### src/rtl/sprite_line_scan_ctrl.sv
// sprite_line_scan_ctrl: per-line sprite Y scan feeding a hit FIFO for the line drawer.
// Define SPRITE_OVF_COUNT_EN to count overflowed lines per frame on ovf_lines.
module sprite_line_scan_ctrl #(
   parameter int NUM_SPR  = 64,
   parameter int SPR_H    = 16,
   parameter int MAX_HITS = 16,
   localparam int IW = $clog2(NUM_SPR),
   localparam int RW = $clog2(SPR_H)
) (
   input  logic          clk,
   input  logic          reset_n,
   input  logic          line_start,
   input  logic          frame_start,
   input  logic [8:0]    vpos,
   output logic          attr_rd,
   output logic [IW-1:0] attr_addr,
   input  logic [8:0]    attr_y,
   output logic          hit_valid,
   output logic [IW-1:0] hit_idx,
   output logic [RW-1:0] hit_row,
   input  logic          hit_ready,
   output logic          scan_busy,
   output logic          line_ovf,
   output logic [7:0]    ovf_lines
);
   localparam int AW = $clog2(MAX_HITS);
   localparam int CW = AW + 1;
   typedef enum logic [1:0] {IDLE, SCAN, FLUSH} state_t;
   state_t state, state_nx;
   logic [IW-1:0] cnt, rd_idx;
   logic rd_pend;
   logic [8:0] vline, dy;
   logic [AW-1:0] wr_ptr, rd_ptr;
   logic [CW-1:0] count;
   logic [IW+RW-1:0] mem [MAX_HITS];
   logic [IW+RW-1:0] head;
   logic in_range, cmp_hit, full, pop, push, ovf_evt, last;
   assign dy       = vline - attr_y;
   assign in_range = dy < 9'(SPR_H);
   // a compare after overflow is the discarded in-flight read
   assign cmp_hit  = rd_pend & ~line_ovf & in_range;
   assign full     = count == CW'(MAX_HITS);
   assign pop      = hit_valid & hit_ready & ~line_start;
   assign push     = cmp_hit & ~line_start & (~full | pop);
   assign ovf_evt  = cmp_hit & ~line_start & full & ~pop;
   assign last     = cnt == IW'(NUM_SPR - 1);
   always_ff @(posedge clk or negedge reset_n)
      if (!reset_n) state <= IDLE;
      else state <= state_nx;
   always_comb
      state_nx = line_start ? SCAN :
                 (state == SCAN && (ovf_evt || last)) ? FLUSH :
                 (state == FLUSH) ? IDLE : state;
   always_comb begin
      attr_rd   = state == SCAN;
      attr_addr = attr_rd ? cnt : '0;
      scan_busy = state != IDLE;
   end
   always_ff @(posedge clk or negedge reset_n)
      if (!reset_n) begin
         cnt      <= '0;
         rd_pend  <= 1'b0;
         rd_idx   <= '0;
         vline    <= '0;
         line_ovf <= 1'b0;
      end else if (line_start) begin
         cnt      <= '0;
         rd_pend  <= 1'b0;
         vline    <= vpos;
         line_ovf <= 1'b0;
      end else begin
         cnt      <= attr_rd ? cnt + IW'(1) : cnt;
         rd_pend  <= attr_rd;
         rd_idx   <= cnt;
         line_ovf <= line_ovf | ovf_evt;
      end
   always_ff @(posedge clk or negedge reset_n)
      if (!reset_n) begin
         wr_ptr <= '0;
         rd_ptr <= '0;
         count  <= '0;
      end else if (line_start) begin
         wr_ptr <= '0;
         rd_ptr <= '0;
         count  <= '0;
      end else begin
         wr_ptr <= wr_ptr + AW'(push);
         rd_ptr <= rd_ptr + AW'(pop);
         count  <= count + CW'(push) - CW'(pop);
      end
   always_ff @(posedge clk)
      if (push) mem[wr_ptr] <= {rd_idx, dy[RW-1:0]};
   assign head      = mem[rd_ptr];
   assign hit_valid = count != '0;
   assign hit_idx   = hit_valid ? head[IW+RW-1:RW] : '0;
   assign hit_row   = hit_valid ? head[RW-1:0] : '0;
`ifdef SPRITE_OVF_COUNT_EN
   always_ff @(posedge clk or negedge reset_n)
      if (!reset_n) ovf_lines <= '0;
      else if (frame_start) ovf_lines <= {7'd0, ovf_evt};
      else if (ovf_evt && ovf_lines != 8'hff) ovf_lines <= ovf_lines + 8'd1;
`else
   logic unused_frame_start;
   assign unused_frame_start = frame_start;
   assign ovf_lines = '0;
`endif
endmodule

### config.mk
export PLATFORM = sky130hd
export DESIGN_NAME = sprite_line_scan_ctrl
export DESIGN_NICKNAME = d
export VERILOG_FILES = /design/src/rtl/sprite_line_scan_ctrl.sv
export SDC_FILE = /design/constraint.sdc
export NUM_CORES = 1
export LEC_CHECK = 0
export ABC_AREA = 1
export BUFFER_PORTS_ARGS = -buffer_cell sky130_fd_sc_hd__buf_2
export CELL_PAD_IN_SITES_DETAIL_PLACEMENT = 0
export CELL_PAD_IN_SITES_GLOBAL_PLACEMENT = 2
export CORE_MARGIN = 5
export CORE_UTILIZATION = 41
export DETAILED_ROUTE_END_ITERATION = 10
export GPL_ROUTABILITY_DRIVEN = 0
export HOLD_SLACK_MARGIN = 0.03
export PLACE_DENSITY = 0.78
export SETUP_SLACK_MARGIN = 0.15
export SLEW_MARGIN = 20
export SYNTH_ARGS = -nofsm -noshare
export SYNTH_HDL_FRONTEND = slang
export SYNTH_SLANG_ARGS = --single-unit
### constraint.sdc
create_clock -name clk -period 4 [get_ports clk]
set_clock_uncertainty 0.15 [all_clocks]
set_input_delay 0.2 -clock clk [delete_from_list [all_inputs] [get_ports clk]]
set_output_delay 0.2 -clock clk [all_outputs]
set_load 0.02 [all_outputs]
==> out/qor.csv <==
metric,value,unit
routed vias/inst,5.246,
share of cells above drive strength 1,15.76,%
Iteration-0 DRC Markers,381,
CTS root buffer,clkbuf_16,
Num Clock Sinks,198,
synthesized area per cell,11.35,sq um
area grow syn2layout,15.25,%
ys async rst share,19.19,%
die footprint,0.02421,sq mm
top cell type's share of synthesized area,55.28,%
TritonRoute pass-1 iters,4,
initial antenna violation count,0,
Worst EP required,4160,ps
Slew headroom,37.81,%
Reg2Reg Setup Slack,500,ps
Peak VDD IR,0.0002781,V
cts bufs inserted,17,
crit path max fanout,4,
Fmax,0.2859,GHz
"Setup violations, final",0,
Pins Over Slew Limit,0,
Critical Path End,count[4],
Yosys warnings,0,
Hold Slack,152.0,ps
Clock transition at path regs,70,ps
RSZ-0062 raised after global routing,false,
initial core utilization,41.47,%
diode count,0,
vias,5870,
largest net degree at the start of global routing,82,
CP Launch Point,vline[0],
Synth area leader,edfxtp_1,
worst-margin pin slew,931.9,ps
Crit Path Category,flip-flop to flip-flop,
post-synthesis sequential area ratio,66.23,%
wire length per cell,18.10,microns
aggregate global-route resource usage,17.22,%
global-route wire length before repair,32.09,mm
number of synthesized flops with an enable pin,160,
"count leader, synth",edfxtp_1,
post-synthesis cell type count,37,
Worst Setup End Kind,flip-flop,
Max clock buf depth,2,
HPWL after DPL,12.46,mm
Setup TNS,0,ps
CTS tree,built,
post-layout util,47.80,%
Nets,875,
DRC viols,0,
Mapped Cells,766,
DIE HEIGHT,155.6,microns
"Top FF cell, synth",edfxtp_1,
"antenna viol nets, final",0,
Critical R2R Launch,vline[0],
Synth area leaders,"edfxtp_1 55%, dfrtp_1 11%, nor2_1 5.9%",
#FFs+latches synth,198,
status,finished clean,
worst r2r path cells,24,
I/O Buffers,41,
H-tree levels,4,
Pleak,3.910,nW
"top cells by count, synth","160 x edfxtp_1, 137 x nor2_1, 94 x o21ai_0",
final hold vios,0,
Post-Route WL,20.25,mm
Clock Latency Late Sink,430,ps
number of global-route vias before repair,5963,
worst path arrival time,3660,ps
max-cap violations,0,
reg-to-reg endpoint,count[4],
startpoint types,flip-flop,
HP Class,input port to flip-flop,
total congestion overflow,0,
Mapped Area,0.008691,sq mm
core area,0.02096,sq mm
Cell Pwr Density,496.5,mW/mm^2
row cnt,53,
DIE WIDTH,155.6,microns
io pins,51,
minimum clock period,3498,ps
Final period util,87.44,%
==> logic make-up (layout without fill, tap and decap cells) <==
family          count (synthesis)  count (layout)  share of synthesized area, %
other cells                     1               8                       0.04315
flops                         198             198                         66.23
simple gates                  264             264                         13.56
xor+xnor                        7               7                        0.7055
fa+ha+maj                      21              21                         3.196
compound gates                164             164                         11.04
buf+inv                       111             182                         5.226
==> cell type report <==
class,instances,area (sq um)
Fill cell,1920,10940
Sequential cell,198,5757
Multi-Input combinational cell,464,2520
Timing Repair Buffer,84,580.6
Clock buffer,21,483.0
Tap cell,275,344.1
Inverter,66,247.7
Clock inverter,11,83.83
==> layout by cell type, fill, tap and decap left out, types with 2 or more instances in the layout <==
cell,count
edfxtp_1,160
buf_2,41
dlygate4sd3_1,16
dfrtp_1,37
a21oi_1,19
nor2_4,2
o21ai_1,6
nor2_2,3
nand2_1,74
clkbuf_16,19
inv_4,2
ha_1,19
clkbuf_1,2
xor2_1,2
buf_4,26
xnor2_1,4
inv_1,59
nand3_2,5
o21ai_0,94
nand4_2,5
nor2_1,137
clkinv_1,2
clkinv_2,2
inv_6,6
o221ai_1,30
or2_4,2
nand2_2,5
nand3_1,26
conb_1,8
inv_2,5
o22ai_1,11
==> timing repair <==
action / in CTS / in global routing
endpoints found under the setup margin: 0 / 1
buffers inserted: 0 / 2
hold endpoints to repair: 48 / 0
resized for setup: 0 / 2
hold buffers: 16 / 0
==> sequential cells by signal (all words and copies together), names as in the netlist <==
register / cells
mem: 160
vline: 9
cnt: 6
rd_idx: 6
count: 5
rd_ptr: 4
wr_ptr: 4
state: 2
line_ovf: 1
rd_pend: 1
==> metrics by stage <==
| stage | power (mW) | instances | setup WS, ps | instance area (sq um) |
|---|---|---|---|---|
| 6_report | 4.973 | 1119 | 502.2 | 10020 |
| 5_1_grt | 5.231 | 1119 | 171.1 | 10020 |
| 4_1_cts | 5.016 | 1117 | 264.6 | 9988 |
| 3_5_place_dp | 3.381 | 1069 | 262.6 | 9261 |
| 3_3_place_gp | 3.359 | 1069 | 283.4 | 9261 |
| 2_1_floorplan | 3.063 | 773 | 567.2 | 8717 |
==> how the worst min path moves through the flow <==
stage / start / endpoint / cells past startpoint
3_3_place_gp: reset_n / count[3] / 1
6_report: hit_ready / rd_ptr[0] / 6
3_5_place_dp: reset_n / count[2] / 1
5_1_grt: hit_ready / rd_ptr[0] / 6
2_1_floorplan: reset_n / cnt[0] / 0
4_1_cts: hit_ready / rd_ptr[0] / 6
==> where the power goes <==
part / switching [mW] / leakage [nW] / total (mW) / internal [mW]
Clock: 0.752 / 0.285 / 1.64 / 0.884
Combinational: 0.673 / 1.67 / 0.988 / 0.315
Sequential: 0.0413 / 1.95 / 2.35 / 2.31
==> critical path, cell delays in order (launching register included) <==
cell and delay, ps:
dfrtp_1 320, inv_1 50, ha_1 210, fa_2 360, inv_1 60, nand2_1 70
nand2_4 100, nand2_1 50, nand2_1 60, nand2_1 80, nor2_4 100, nand4_2 100
nor2_4 140, nand2_2 80, ha_1 290, inv_1 40, ha_1 200, fa_1 380
nand2_1 80, inv_1 40, nor2_1 80, nor2_1 40, nor2_1 100, xor2_1 160
nor2_1 50
==> per-layer routing <==
metal  part of all wire (%)  vias to the layer above  GRT usage, %
met5                      0                        -             0
met4                    1.9                        0         5.544
met3                    4.7                       32         2.441
met2                     50                      166         29.30
met1                     44                     2872         22.95
li1                       -                     2800             -
No activity file was read; power rests on OpenSTA's default activity.
